[config.mk]
export PLATFORM = sky130hd
export DESIGN_NAME = key_debounce
export DESIGN_NICKNAME = d
export VERILOG_FILES = /design/src/rtl/key_debounce_pkg.sv /design/src/rtl/key_debounce_deb_counter.sv /design/src/rtl/key_debounce.sv
export SDC_FILE = /design/constraint.sdc
export NUM_CORES = 1
export LEC_CHECK = 0
export ABC_CLOCK_PERIOD_IN_PS = 4240
export BUFFER_PORTS_ARGS = -buffer_cell sky130_fd_sc_hd__buf_4
export CAP_MARGIN = 30
export CORE_UTILIZATION = 35
export DETAILED_ROUTE_END_ITERATION = 10
export PLACE_DENSITY_LB_ADDON = 0.3
export SYNTH_ARGS = -nofsm -noshare
export SYNTH_HDL_FRONTEND = slang
export SYNTH_SLANG_ARGS = --single-unit
[constraint.sdc]
create_clock -name clk -period 4.24 [get_ports clk]
set_input_delay 0.636 -clock clk [delete_from_list [all_inputs] [get_ports clk]]
set_output_delay 0.636 -clock clk [all_outputs]
set_load 0.05 [all_outputs]
[src/rtl/key_debounce_pkg.sv]
// Shared types and constants for the key debouncer: FSM state encoding,
// glitch counter width, and a helper for sizing internal counters.
package key_debounce_pkg;

  // Debounce FSM states. The accepted key level is 1 in PRESSED and REL_DEB.
  typedef enum logic [1:0] {
    RELEASED  = 2'd0,
    PRESS_DEB = 2'd1,
    PRESSED   = 2'd2,
    REL_DEB   = 2'd3
  } deb_state_e;

  // Width and saturation value of the aborted-debounce counter.
  localparam int                 GLITCH_W   = 8;
  localparam logic [GLITCH_W-1:0] GLITCH_MAX = '1;

  // Bits needed to hold the values 0 .. n-1, and never less than one bit.
  function automatic int cnt_width(input int n);
    return (n > 1) ? $clog2(n) : 1;
  endfunction

endpackage : key_debounce_pkg

[src/rtl/key_debounce_deb_counter.sv]
// Clearable, saturating up-counter of parameterised width. It is used for
// both the debounce interval counter and the long-press hold counter.
// Clear has priority over increment, and the count stops at MAX_VAL.
module deb_counter #(
  parameter int               WIDTH   = 4,
  parameter logic [WIDTH-1:0] MAX_VAL = '1
) (
  input  logic             clk,
  input  logic             rst,
  input  logic             clr_i,
  input  logic             inc_i,
  output logic [WIDTH-1:0] cnt_o
);

  logic [WIDTH-1:0] cnt_q;
  logic [WIDTH-1:0] cnt_d;

  // Next count: clear, hold at the ceiling, or step by one.
  always_comb begin
    // NOTE: every combinational output gets a default before any branch,
    // so no path leaves it unassigned and no latch is inferred.
    cnt_d = cnt_q;
    if (clr_i) begin
      cnt_d = '0;
    end else if (inc_i && (cnt_q != MAX_VAL)) begin
      cnt_d = cnt_q + WIDTH'(1);
    end
  end

  // Count register with synchronous reset.
  always_ff @(posedge clk) begin
    // NOTE: clocked state uses non-blocking assignments so that every
    // register samples the pre-edge values of the others.
    if (rst) begin
      cnt_q <= '0;
    end else begin
      cnt_q <= cnt_d;
    end
  end

  assign cnt_o = cnt_q;

endmodule : deb_counter

[src/rtl/key_debounce.sv]
// Key debouncer placed behind the two-flop synchronizer / edge detector.
// A level change is accepted only after DEB_CYCLES stable samples; any
// bounce during that window aborts the attempt and bumps glitch_cnt.
// Accepted presses and releases produce one-cycle pulses, and a press held
// for LONG_CYCLES produces a single long_pulse. All outputs are registered.
// DEB_CYCLES must be 2 or more; LONG_CYCLES must exceed DEB_CYCLES.
module key_debounce
  import key_debounce_pkg::*;
#(
  parameter int DEB_CYCLES  = 20,
  parameter int LONG_CYCLES = 1000
) (
  input  logic                clk,
  input  logic                rst,
  input  logic                a_sync,
  input  logic                a_bothedge,
  output logic                key_level,
  output logic                press_pulse,
  output logic                release_pulse,
  output logic                long_pulse,
  output logic [GLITCH_W-1:0] glitch_cnt
);

  localparam int                DEB_W     = cnt_width(DEB_CYCLES);
  localparam int                HOLD_W    = cnt_width(LONG_CYCLES);
  localparam logic [DEB_W-1:0]  DEB_LAST  = DEB_W'(DEB_CYCLES - 1);
  localparam logic [HOLD_W-1:0] HOLD_LAST = HOLD_W'(LONG_CYCLES - 1);

  deb_state_e state_q, state_d;

  // Counter controls and values.
  logic              deb_clr, deb_inc;
  logic              hold_clr, hold_inc;
  logic [DEB_W-1:0]  deb_cnt;
  logic [HOLD_W-1:0] hold_cnt;

  // Registered outputs and the once-per-press long-pulse marker.
  logic key_level_q, key_level_d;
  logic press_q, press_d;
  logic release_q, release_d;
  logic long_q, long_d;
  logic long_done_q, long_done_d;

  // Aborted-debounce counter.
  logic                glitch_inc;
  logic [GLITCH_W-1:0] glitch_q, glitch_d;

  // Stable-sample counter for both the press and the release window.
  deb_counter #(
    .WIDTH   (DEB_W),
    .MAX_VAL (DEB_LAST)
  ) u_deb_cnt (
    .clk   (clk),
    .rst   (rst),
    .clr_i (deb_clr),
    .inc_i (deb_inc),
    .cnt_o (deb_cnt)
  );

  // Press duration counter; it stops at LONG_CYCLES-1 and is frozen while
  // a release is being debounced.
  deb_counter #(
    .WIDTH   (HOLD_W),
    .MAX_VAL (HOLD_LAST)
  ) u_hold_cnt (
    .clk   (clk),
    .rst   (rst),
    .clr_i (hold_clr),
    .inc_i (hold_inc),
    .cnt_o (hold_cnt)
  );

  // Next-state, counter control and next-output logic of the debounce FSM.
  always_comb begin
    state_d     = state_q;
    deb_clr     = 1'b0;
    deb_inc     = 1'b0;
    hold_clr    = 1'b0;
    hold_inc    = 1'b0;
    glitch_inc  = 1'b0;
    key_level_d = key_level_q;
    press_d     = 1'b0;
    release_d   = 1'b0;
    long_d      = 1'b0;
    long_done_d = long_done_q;

    unique case (state_q)
      RELEASED: begin
        if (a_sync) begin
          state_d = PRESS_DEB;
          deb_clr = 1'b1;
        end
      end

      PRESS_DEB: begin
        if (!a_sync || a_bothedge) begin
          // Bounce inside the press window: abandon this attempt.
          state_d    = RELEASED;
          glitch_inc = 1'b1;
        end else if (deb_cnt == DEB_LAST) begin
          state_d     = PRESSED;
          press_d     = 1'b1;
          key_level_d = 1'b1;
          hold_clr    = 1'b1;
          long_done_d = 1'b0;
        end else begin
          deb_inc = 1'b1;
        end
      end

      PRESSED: begin
        // The hold counter parks at its ceiling, so the marker keeps the
        // long pulse to a single cycle per press.
        if ((hold_cnt == HOLD_LAST) && !long_done_q) begin
          long_d      = 1'b1;
          long_done_d = 1'b1;
        end
        if (!a_sync) begin
          state_d = REL_DEB;
          deb_clr = 1'b1;
        end else begin
          hold_inc = 1'b1;
        end
      end

      REL_DEB: begin
        if (a_sync || a_bothedge) begin
          // Bounce inside the release window: still pressed, hold count
          // resumes from where it was frozen.
          state_d    = PRESSED;
          glitch_inc = 1'b1;
        end else if (deb_cnt == DEB_LAST) begin
          state_d     = RELEASED;
          release_d   = 1'b1;
          key_level_d = 1'b0;
        end else begin
          deb_inc = 1'b1;
        end
      end

      default: begin
        state_d = RELEASED;
      end
    endcase
  end

  // Saturating increment of the glitch counter; it never wraps.
  always_comb begin
    glitch_d = glitch_q;
    if (glitch_inc && (glitch_q != GLITCH_MAX)) begin
      glitch_d = glitch_q + GLITCH_W'(1);
    end
  end

  // FSM state register; reset abandons any debounce in progress.
  always_ff @(posedge clk) begin
    if (rst) begin
      state_q <= RELEASED;
    end else begin
      state_q <= state_d;
    end
  end

  // Output registers, long-pulse marker and glitch counter.
  always_ff @(posedge clk) begin
    if (rst) begin
      key_level_q <= 1'b0;
      press_q     <= 1'b0;
      release_q   <= 1'b0;
      long_q      <= 1'b0;
      long_done_q <= 1'b0;
      glitch_q    <= '0;
    end else begin
      key_level_q <= key_level_d;
      press_q     <= press_d;
      release_q   <= release_d;
      long_q      <= long_d;
      long_done_q <= long_done_d;
      glitch_q    <= glitch_d;
    end
  end

  assign key_level     = key_level_q;
  assign press_pulse   = press_q;
  assign release_pulse = release_q;
  assign long_pulse    = long_q;
  assign glitch_cnt    = glitch_q;

endmodule : key_debounce
[Yosys cells after proc, flatten, opt, wreduce, memory -nomap -nowiden]
Cells that the tools add are included.
Cells by class
  add/sub/neg operators: 3
  equal/unequal tests: 17
  mux-type cells: 30
  bitwise gates (word level): 2
  reductions and logical operators: 18
Operators by type and width (number)
  $mux W1: 18
  $ne A2 B2 Y1 const B: 7
  $mux W2: 6
  $add A10 B1 Y10 const B: 1
  $eq A10 B10 Y1 const B: 1
  $ne A10 B10 Y1 const B: 1
  $pmux W1 S2: 5
  $add A8 B1 Y8 const B: 1
  $ne A8 B8 Y1 const B: 1
  $pmux W2 S4: 1
  $reduce_and A4 Y1: 2
  $ne A3 B3 Y1 const B: 2
  $reduce_or A2 Y1: 3
  $add A5 B1 Y5 const B: 1
  $eq A5 B5 Y1 const B: 1
  $ne A5 B5 Y1 const B: 1
  $reduce_and A5 Y1: 1
  $eq A2 B2 Y1 const B: 2
  $logic_and A1 B1 Y1: 4
  $reduce_bool A2 Y1: 2
  $reduce_or A3 Y1: 1
  $eq A2 B1 Y1 const B: 1
  $logic_not A1 Y1: 2
  $logic_not A2 Y1: 1
  2 further kinds: 4
Word-level totals
  flip-flop bits (word level): 30
  bits of input ports: 4

[Depth between registers and ports, before layout]
  depth in word-level cells: 5
  depth in mapped cells: 6
  depth with buffers taken out: 5

[By module]
A second synthesis with hierarchy kept.
Unflattened totals
  cell total of the unflattened synthesis: 168
  area total of the unflattened synthesis: 1483.9 um^2
By module, submodules not included
  key_debounce: instances 1, cells each 80, area each 713.2 um^2, sequential area each 300.3 um^2
  deb_counter at u_hold_cnt: instances 1, cells each 62, area each 534.3 um^2, sequential area each 200.2 um^2
  deb_counter at u_deb_cnt: instances 1, cells each 26, area each 236.5 um^2, sequential area each 100.1 um^2

[Worst setup path before layout]
Ideal clock, no wire load.
  kind: reg2reg
  start point: register glitch_q[0], in the netlist glitch_cnt[0]
  end point: register glitch_q[1], in the netlist glitch_cnt[1]
  library setup time: 0.128 ns
  data arrival time: 1.679 ns
  data required time: 4.112 ns
  slack: 2.433 ns
  stages on the path, launching flop included: 6
  buffers on the path: 0
  clock period less this slack: 1.807 ns
  cells stage by stage: dfxtp_1 ha_1 nand4_1 o221ai_2 mux2i_1 nor2_1
Between the ends
  longest elaborated chain between the ends: 2
Ends and longest elaborated chain
  start, declared: RTL line key_debounce.sv:46  | logic [GLITCH_W-1:0] glitch_q, glitch_d;
  start signal, assigned: RTL line key_debounce.sv:179  | glitch_q <= glitch_d;
  parallel branches: the longest is 2 deep, another holds $add A8 B1 Y8
Parallel ways; which one is timed is not known.
A chain may end at the register's enable or synchronous reset.

[Final worst setup path]
  start point: register state_q[0]
  end point: register u_hold_cnt.cnt_q[3], in the netlist u_hold_cnt.cnt_o[3]
Between the ends
  longest elaborated chain between the ends: 3
Ends and longest elaborated chain
  start, declared: RTL line key_debounce.sv:29  | deb_state_e state_q, state_d;
  start signal, assigned: RTL line key_debounce.sv:160  | state_q <= state_d;
  $eq A2 B1 Y1 / $eq A2 B2 Y1 (equally long branches): RTL line key_debounce.sv:87  | unique case (state_q)
  $mux W1 (on tied branches)
  $reduce_or A2 Y1 (no source line) / $logic_and A1 B1 Y1 (equally long branches)
  end signal, assigned: RTL line key_debounce_deb_counter.sv:37  | cnt_q <= cnt_d;
  end, declared: RTL line key_debounce_deb_counter.sv:15  | logic [WIDTH-1:0] cnt_q;
Several ways; a longest one is shown, not always the timed one.

==> results.txt <==
Synth cell types = 44
total gr overflow = 0
Post-Syn Area = 1420 um^2
row count = 22
Critical Path Start = state_q[0]
maximum root-to-sink buffer count = 2
status = finished clean
crit-path max FO = 12
Layout area overhead = 17.2%
CTS Hold Buffers Added = 0
Final Non-Filler Cells = 219
Hold Crit Depth = 1
Fmax achieved = 541 MHz
RSZ-0062 raised after global routing = false
hold path startpoint = long_done_q
die area = 4320 um^2
VDD IR max = 0.000210 V
worst slew pin tran = 0.458 ns
Arrival @ worst endpoint = 2.03 ns
Port Buffer Count = 15
Worst Hold End = long_pulse
io pins = 16
drt first pass iters = 4
CTS Sinks = 30
Fin. Hold Viols = 0
CORE AREA = 3770 um^2
post-synthesis sequential area ratio = 42.2%
flop-to-flop setup slack = 2.39 ns
CTS clock-pin slew for the worst setup and hold paths = 0.07 ns
Post-Synthesis Cells = 154
Root Driver = clkbuf_8
Crit Path Class = reg2reg
CP endpoint kind = register
htree depth = 2
Place WS = 2.14 ns
reg2reg path depth = 4
routed len/inst = 12.3 um
Vias = 1152
Final setup viols = 0
clock skew = 0.00564 ns
commonest cells after routing, fill and taps aside = dfxtp_1, nor2_1, buf_4
CTS tree = yes
Final period util = 43.6%
pwr/cell area = 357 nW/um^2
post-synth top area cell = dfxtp_1
first-pass GRT wire length = 4.64 mm
vias in the first global route = 1090
post-route core utilization = 44.2%
R2R Path End = u_hold_cnt.cnt_o[3]
post-DP HPWL = 1.94 mm
Detail Route Antenna Nets = 0
largest net degree at the start of global routing = 17
Crit path required time = 4.42 ns
layout net count = 177
Post-CTS Resized = 0
worst setup margin = 2.39 ns
number of synthesized register bits = 30
cts bufs inserted = 5
Final TNS setup = 0 ns
final WL = 2.69 mm
Synth top area share = 42.2%
Ys Warns = 0
Syn Nets = 161
max cap viols = 0
GRT Overall Usage = 14.4%
layout cell share with drive strength beyond 1 = 18.7%
routability cong. = 0.786
r2r startpoint = state_q[0]
# diodes = 0
leading cell type in the layout, fill and taps excluded = dfxtp_1
Avg Cell Area, Syn = 9.24 um^2
relative slew slack = 69.4%
Post-CTS Setup Inserts = 0
fin crit period = 1.85 ns
ranking of synthesized cells by area = dfxtp_1, nor2_1, xnor2_1
clk_lat worst skew = 0.29 ns
Fill cells = 360
number of DRC markers in iteration 0 = 63
vias per cell = 5.26
Slew Viols, Final = 0
DIE HEIGHT = 65.8 um
Hold Path Class = reg2reg
CP startpoint kind = register
Initial Utilization = 37.7%
P_leak = 0.578 nW
placed cells = 211
initial antenna violation count = 0
drt drc = 0
width of the die = 65.8 um
power by group:
part | internal (mW) | switching (mW) | total, mW
clock | 0.173 | 0.109 | 0.282
sequential | 0.284 | 0.00278 | 0.287
combinational | 0.00940 | 0.0172 | 0.0266
total | 0.466 | 0.129 | 0.595
worst max path at each step:
stage,to,slack (ns),cells past startpoint
6_report,u_hold_cnt.cnt_o[3],2.39,4
5_1_grt,u_hold_cnt.cnt_o[3],2.28,4
4_1_cts,u_hold_cnt.cnt_o[3],2.39,4
3_5_place_dp,u_hold_cnt.cnt_o[3],2.14,5
3_3_place_gp,u_hold_cnt.cnt_o[3],2.19,5
2_1_floorplan,glitch_cnt[1],2.43,5
flip-flops by register name (all words and copies together) (netlist names):
signal / count
u_deb_cnt.cnt_o: 5
state_q: 2
press_pulse: 1
release_pulse: 1
u_hold_cnt.cnt_o: 10
long_pulse: 1
key_level: 1
long_done_q: 1
glitch_cnt: 8
synth_stat cells:
| cell type | instances |
|---|---|
| dfxtp_1 | 30 |
| nor2_1 | 23 |
| nand2_1 | 9 |
| nand4_1 | 8 |
| a21oi_1 | 7 |
| xnor2_1 | 7 |
| nor3_1 | 6 |
| xor2_1 | 6 |
| inv_1 | 5 |
| ha_1 | 3 |
| mux2i_1 | 3 |
| nand3_1 | 3 |
| nor4_1 | 3 |
| o31ai_1 | 3 |
| or4_1 | 3 |
| and2_1 | 2 |
| and4_1 | 2 |
| and4bb_2 | 2 |
| clkbuf_1 | 2 |
| nor4b_1 | 2 |
| o21ai_0 | 2 |
| a211oi_1 | 1 |
| a311oi_1 | 1 |
| a31oi_1 | 1 |
| a31oi_2 | 1 |
| a41o_1 | 1 |
| and3b_1 | 1 |
| buf_2 | 1 |
| buf_4 | 1 |
| buf_6 | 1 |
| clkbuf_2 | 1 |
| mux2_2 | 1 |
| nand2b_1 | 1 |
| nand3b_1 | 1 |
| nand4b_1 | 1 |
| nand4bb_1 | 1 |
| nor2b_1 | 1 |
| nor3_2 | 1 |
| o21ai_2 | 1 |
| o21ba_2 | 1 |
| o221ai_2 | 1 |
| or2_1 | 1 |
| or3_1 | 1 |
| xnor2_4 | 1 |
final cells by class:
cell class,count,area [um^2],share of cell area (%)
clock buffers,5,68.8,4.13
clock inverters,3,40.0,2.40
inverters,5,18.8,1.13
multi-input cells,113,767,46.0
flip-flops and latches,30,601,36.0
well taps,48,60.1,3.60
repair buffers,15,113,6.75
metal layers:
metal / wire length [um] / GRT usage (%) / vias up
met5: 0 / 0 / -
met4: 72 / 8.97 / 0
met3: 106 / 4.69 / 8
met2: 1230 / 22.4 / 16
met1: 1280 / 16.7 / 543
li1: - / - / 585
worst max-delay path, stage by stage, from the launching register on:
cell and delay, ns:
dfxtp_1 0.47, nor2b_1 0.44, a41o_1 0.49, nor2_1 0.07
mux2_2 0.26
cell families after synthesis:
group           after synthesis  share of synthesized area (%)
fa+ha+maj                     3                           2.64
compound gates               20                           10.3
mux                           4                           2.90
buf+inv                      11                           3.87
xor+xnor                     14                           9.94
flops                        30                           42.2
simple gates                 72                           28.1
metrics by stage:
step                power, mW  hold slack (ns)  instance area [um^2]
global placement        0.319            0.413                  1560
floorplan               0.312            0.400                  1420
global route            0.617            0.471                  1670
detailed placement      0.320            0.419                  1560
finish                  0.595            0.429                  1670
CTS                     0.601            0.428                  1670
No activity file was read; power rests on OpenSTA's default activity.
